==> config.mk <==
export PLATFORM = sky130hd
export DESIGN_NAME = tone_meter
export DESIGN_NICKNAME = d
export VERILOG_FILES = /design/src/rtl/tone_meter.sv
export SDC_FILE = /design/constraint.sdc
export NUM_CORES = 1
export LEC_CHECK = 0
export ABC_CLOCK_PERIOD_IN_PS = 3080
export BUFFER_PORTS_ARGS = -buffer_cell sky130_fd_sc_hd__buf_2
export CORE_MARGIN = 3
export CORE_UTILIZATION = 38
export CTS_CLUSTER_DIAMETER = 200
export DETAILED_ROUTE_END_ITERATION = 8
export GPL_TIMING_DRIVEN = 0
export PLACE_DENSITY_LB_ADDON = 0.1
export SLEW_MARGIN = 20
export SYNTH_ARGS = -nofsm -noshare
export SYNTH_HDL_FRONTEND = slang
export SYNTH_SLANG_ARGS = --single-unit
==> constraint.sdc <==
create_clock -name clk -period 3.08 [get_ports clk]
set_input_delay 0.616 -clock clk [delete_from_list [all_inputs] [get_ports clk]]
set_output_delay 0.616 -clock clk [all_outputs]
set_load 0.005 [all_outputs]
==> src/rtl/tone_meter.sv <==
// Single-tone frequency/amplitude meter: counts samples over 2^NCYC_LOG2 rising
// crossings and divides to a DDS tuning word. Define TONE_METER_AMPL_EN to build the amplitude path.
module tone_meter #(
  parameter int DAC_WIDTH = 12,
  parameter int NCYC_LOG2 = 2,
  parameter int HYST      = 64,
  parameter int CNT_WIDTH = 16
) (
  input  logic                 clk,
  input  logic                 rst_n,
  input  logic                 adc_valid,
  input  logic [DAC_WIDTH-1:0] adc_data,
  output logic [28:1]          Freq_KW,
  output logic [DAC_WIDTH-1:0] Ampl_out,
  output logic                 meas_valid,
  output logic                 timeout,
  output logic                 busy
);

  // state        | meaning
  // S_WAIT_FIRST | looking for the first rising crossing
  // S_MEASURE    | counting samples until N more crossings
  // S_LOAD       | one entry cycle that seeds the divider
  // S_DIVIDE     | 28 restoring-division steps, samples ignored
  // S_DONE       | register results, strobe meas_valid
  typedef enum logic [2:0] {
    S_WAIT_FIRST, S_MEASURE, S_LOAD, S_DIVIDE, S_DONE
  } state_t;

  localparam int                      L_QBITS = 28;
  localparam int                      L_MID   = 2 ** (DAC_WIDTH - 1);
  localparam logic signed [DAC_WIDTH:0] L_HYST = (DAC_WIDTH + 1)'(HYST);
  localparam logic [NCYC_LOG2:0]      L_N     = (NCYC_LOG2 + 1)'(2 ** NCYC_LOG2);
  localparam logic [CNT_WIDTH-1:0]    L_TC_M1 = {{(CNT_WIDTH - 1){1'b1}}, 1'b0};
  localparam logic [CNT_WIDTH-1:0]    L_REM0  = CNT_WIDTH'(2 ** NCYC_LOG2);

  state_t                 r_state;
  logic                   r_arm;
  logic                   r_to;
  logic [CNT_WIDTH-1:0]   r_tcnt;
  logic [CNT_WIDTH-1:0]   r_s;
  logic [NCYC_LOG2:0]     r_ncross;
  logic [CNT_WIDTH-1:0]   r_rem;
  logic [L_QBITS-1:0]     r_q;
  logic [4:0]             r_it;

  logic signed [DAC_WIDTH:0] w_x;
  logic                      w_below;
  logic                      w_cross;
  logic                      w_tc;
  logic [CNT_WIDTH:0]        w_rem2;
  logic                      w_ge;
  logic [CNT_WIDTH-1:0]      w_sub;

  assign w_x     = $signed({1'b0, adc_data}) - $signed((DAC_WIDTH + 1)'(L_MID));
  assign w_below = (w_x < -L_HYST);
  assign w_cross = r_arm && (w_x >= L_HYST);
  // r_tcnt saturates, so this also holds once the terminal count is reached
  assign w_tc    = (r_tcnt >= L_TC_M1);
  assign w_rem2  = {r_rem, 1'b0};
  assign w_ge    = (w_rem2 >= {1'b0, r_s});
  assign w_sub   = w_rem2[CNT_WIDTH-1:0] - r_s;

  always_ff @(posedge clk) begin
    if (!rst_n) begin
      r_state    <= S_WAIT_FIRST;
      r_arm      <= 1'b0;
      r_to       <= 1'b0;
      r_tcnt     <= '0;
      r_s        <= '0;
      r_ncross   <= '0;
      r_rem      <= '0;
      r_q        <= '0;
      r_it       <= '0;
      Freq_KW    <= '0;
      meas_valid <= 1'b0;
      timeout    <= 1'b0;
      busy       <= 1'b0;
    end else begin
      meas_valid <= 1'b0;
      case (r_state)
        S_WAIT_FIRST: begin
          if (adc_valid) begin
            if (r_tcnt != '1) r_tcnt <= r_tcnt + 1'b1;
            if (w_below) r_arm <= 1'b1;
            if (w_cross) begin
              r_arm    <= 1'b0;
              r_s      <= '0;
              r_ncross <= '0;
              r_state  <= S_MEASURE;
            end else if (w_tc) begin
              r_to    <= 1'b1;
              r_state <= S_DONE;
            end
          end
        end
        S_MEASURE: begin
          if (adc_valid) begin
            if (r_tcnt != '1) r_tcnt <= r_tcnt + 1'b1;
            r_s <= r_s + 1'b1;
            if (w_below) r_arm <= 1'b1;
            if (w_cross) begin
              r_arm    <= 1'b0;
              r_ncross <= r_ncross + 1'b1;
              if (r_ncross == L_N - 1'b1) r_state <= S_LOAD;
            end else if (w_tc) begin
              r_to    <= 1'b1;
              r_state <= S_DONE;
            end
          end
        end
        S_LOAD: begin
          // dividend 2^(28+NCYC_LOG2): the upper 2^NCYC_LOG2 seeds the remainder
          r_rem   <= L_REM0;
          r_it    <= '0;
          busy    <= 1'b1;
          r_state <= S_DIVIDE;
        end
        S_DIVIDE: begin
          r_rem <= w_ge ? w_sub : w_rem2[CNT_WIDTH-1:0];
          r_q   <= {r_q[L_QBITS-2:0], w_ge};
          r_it  <= r_it + 1'b1;
          if (r_it == 5'(L_QBITS - 1)) begin
            busy    <= 1'b0;
            r_state <= S_DONE;
          end
        end
        S_DONE: begin
          meas_valid <= 1'b1;
          timeout    <= r_to;
          Freq_KW    <= r_to ? '0 : r_q;
          r_to       <= 1'b0;
          r_arm      <= 1'b0;
          r_tcnt     <= '0;
          r_state    <= S_WAIT_FIRST;
        end
        default: r_state <= S_WAIT_FIRST;
      endcase
    end
  end

`ifdef TONE_METER_AMPL_EN
  logic [DAC_WIDTH-1:0] r_max;
  logic [DAC_WIDTH-1:0] r_min;
  logic [DAC_WIDTH-1:0] r_ampl;

  always_ff @(posedge clk) begin
    if (!rst_n) begin
      r_max  <= '0;
      r_min  <= '0;
      r_ampl <= '0;
    end else begin
      if (r_state == S_WAIT_FIRST && adc_valid && w_cross) begin
        r_max <= adc_data;
        r_min <= adc_data;
      end else if (r_state == S_MEASURE && adc_valid) begin
        if (adc_data > r_max) r_max <= adc_data;
        if (adc_data < r_min) r_min <= adc_data;
      end
      if (r_state == S_DONE) r_ampl <= r_to ? '0 : ((r_max - r_min) >> 1);
    end
  end

  assign Ampl_out = r_ampl;
`else
  assign Ampl_out = '0;
`endif

endmodule

==> flow_summary.ini <==
[power_and_ir_drop]
powerDensity_mw_per_mm2 = 518
p_leak_nw = 2.73
ir_worst_vdd_mv = 0.376
finalPower_w = 0.00373

[clock_network]
root_buffer = clkbuf_16
insertion_delay_ns = 0.42
post_cts_resized = 0
holdBufCountCts = 0
cts_sinks = 120
path_clk_slew_ns = 0.06
clk_path_buf_depth = 2
post_cts_buffers = 0
cts_tree = built
numCtsBuffers = 17
htree_levels = 4

[setup_path]
cp.arrival_ns = 2.81
worstPathCellList = inv_1 > ha_1 > clkbuf_1 > nand2_1 > nor4_1 > a2111o_1 > a221oi_4 > buf_6 > mux2i_1 > a21oi_1
slowest_stage = a2111o_1
crit_fanout = 10
critical_path_required_ns = 3.36
critPathKind = flop to flop
max_stage_delay_ns = 0.45
cp-end-kind = flop
critPathLaunchType = flop

[floorplanning]
start_util_pct = 39.5
die_h_um = 133
ios = 58
die-area_mm2 = 0.0176
num_rows = 45
fp.dieW_um = 133
core_mm2 = 0.0154

[timing]
final.setup.tns_ns = 0
fin_crit_ns = 2.53
clock.fmax_ghz = 0.395
hold_viol_final = 0
finalCritPeriodShare_pct = 82.2
setup_ws_ns = 0.548
tightest_slew_ns = 0.618
max_slew_margin_pct = 58.8
final.setup_skew_ns = 0.00815
rsz0062_at_grt = no
finalSetupViolCount = 0
drv_slew = 0

[routing]
drc_errors = 0
routed_wl_um = 13900
drt-initial-drc-count = 352
vias = 4993
wl_per_cell_um = 13.9
vias_per_cell = 4.97
first_pass_iters = 5
detail-route-antenna-nets = 0

[placement]
place_inst = 973
hpwl_um = 10200
place_ws_ns = 0.528
io_buffers = 39
place_congestion = 0.837

[synthesis]
ys_types = 66
yosys.area_share.adder_pct = 4.85
synthFlopType = dfxtp_1
synth_area_mm2 = 0.00609
synthCells = 712
async_flop_share_pct = 0
synth_top_family_by_area = simple AND/OR/NAND/NOR gates
synth-seq-cells = 120
synth_xor_area_share_pct = 5.90
synth.area.top_cells = dfxtp_1, nand2_1, a21boi_0
yosys.area_share.simple_pct = 23.6
synth.mux.area_fraction_pct = 1.83
synth_top_area_share_pct = 39.5
synth_area_leader_cell = dfxtp_1
synth_warnings = 0
synth-compound-area-share_pct = 18.6
syn_avg_cell_area_um2 = 8.55
synth_edf_count = 0
ys_seq_area_share_pct = 39.5

[run]
cap_violations = 0

[grt]
track_usage_pct = 16.2
antenna_found_initial = 0
first_global_vias = 4714
grt_overflow_total = 0
grt_max_degree = 17
grt_pass1_wl_um = 23100

[finish]
final_cell_count_no_fill = 1005
nets = 819
multiInputGateArea_mm2 = 0.00338
layout-drive-gt1-share_pct = 13.6
ff_latch_area_mm2 = 0.00240
fillers = 1562
area.growth.synth_to_final_pct = 18.3
antenna_cells = 0

[worst_hold_path]
hp-class = flop to flop

[run_status]
status = finished, final reports clean
-- cells in the final DEF, fill, tap and decap left out, types with 19 or more instances in the layout --
cell type,count
a21boi_0,57
a21oi_1,19
buf_2,44
clkbuf_1,32
dfxtp_1,120
ha_1,22
inv_1,22
nand2_1,127
nand3_1,20
nand3b_1,29
nor2_1,46
xnor2_1,22
xor2_1,19
-- cell usage after synthesis (all sizes together) (4+ instances only) --
| cell type | number |
|---|---|
| a21boi | 57 |
| a21o | 7 |
| a21oi | 19 |
| a22oi | 4 |
| a31oi | 5 |
| a32oi | 6 |
| and2 | 11 |
| and3 | 8 |
| buf | 20 |
| clkbuf | 32 |
| dfxtp | 120 |
| ha | 22 |
| inv | 23 |
| mux2i | 10 |
| nand2 | 128 |
| nand2b | 5 |
| nand3 | 20 |
| nand3b | 29 |
| nand4 | 8 |
| nor2 | 47 |
| nor2b | 11 |
| nor3 | 6 |
| nor4 | 4 |
| o21ai | 26 |
| o31ai | 5 |
| xnor2 | 22 |
| xor2 | 19 |
-- layer usage --
metal,GRT usage (%),vias to the layer above,part of all wire [%]
li1,-,2566,-
met1,21.6,2317,50
met2,25.2,89,45
met3,4.33,21,3.7
met4,5.77,0,1.9
met5,0,-,0
-- flip-flops by register name, summed over array words and instances, names as in the netlist --
| name | count |
|---|---|
| r_it | 5 |
| r_rem | 16 |
| Freq_KW | 28 |
| timeout | 1 |
| r_ncross | 3 |
| r_state | 3 |
| r_s | 16 |
| r_tcnt | 16 |
| r_to | 1 |
| r_arm | 1 |
| r_q | 28 |
| meas_valid | 1 |
| busy | 1 |
-- worst max-delay path, delay by kind of cell (launching register included) --
family | cells | cell delay, ns
AO/OA/AOI/OAI | 3 | 0.78
adder cells (fa/ha/maj) | 1 | 0.29
buffers and inverters | 3 | 0.52
flip-flops | 1 | 0.33
multiplexers | 1 | 0.23
AND/OR/NAND/NOR | 2 | 0.26
-- stage by stage --
step / area (um^2) / hold slack [ns] / utilization [%]
after floorplan: 6130 / 0.442 / -
after global placement: 6590 / 0.448 / 42.7
after detailed placement: 6590 / 0.455 / 42.7
after CTS: 7200 / 0.464 / 46.7
after global routing: 7200 / 0.481 / 46.7
final: 7200 / 0.458 / 46.7
-- final timing paths --
check	startpoint	endpoint	slack [ns]	depth (start not counted)
min reg2reg	Freq_KW[1]	Freq_KW[1]	0.46	2
min	Freq_KW[1]	Freq_KW[1]	0.46	2
max reg2reg	r_s[12]	r_rem[2]	0.55	10
max	r_s[12]	r_rem[2]	0.55	10
-- cells by family (layout without fill, tap and decap cells) --
kind of cell	Yosys count	count (layout)
AO/OA/AOI/OAI	152	152
XOR/XNOR	41	41
adder cells (fa/ha/maj)	23	23
buffers and inverters	75	146
flip-flops	120	120
multiplexers	11	11
other	1	12
AND/OR/NAND/NOR	289	289
-- where the power goes --
group          switching, W  total, W  leakage (nW)  internal, W
registers        0.00000506   0.00156         0.967      0.00156
logic             0.0000628  0.000108          1.46    0.0000455
clock network      0.000771   0.00206         0.305      0.00129
-- area by class of cell --
class                           instances  share of cell area (%)
Buffer                                 52                    3.63
Clock buffer                           17                    5.90
Clock inverter                         15                    2.64
Inverter                               23                    1.20
Multi-Input combinational cell        528                    46.9
Sequential cell                       120                    33.3
Tap cell                              211                    3.66
Timing Repair Buffer                   39                    2.71
Note: power is estimated with default switching activity, not from simulation.
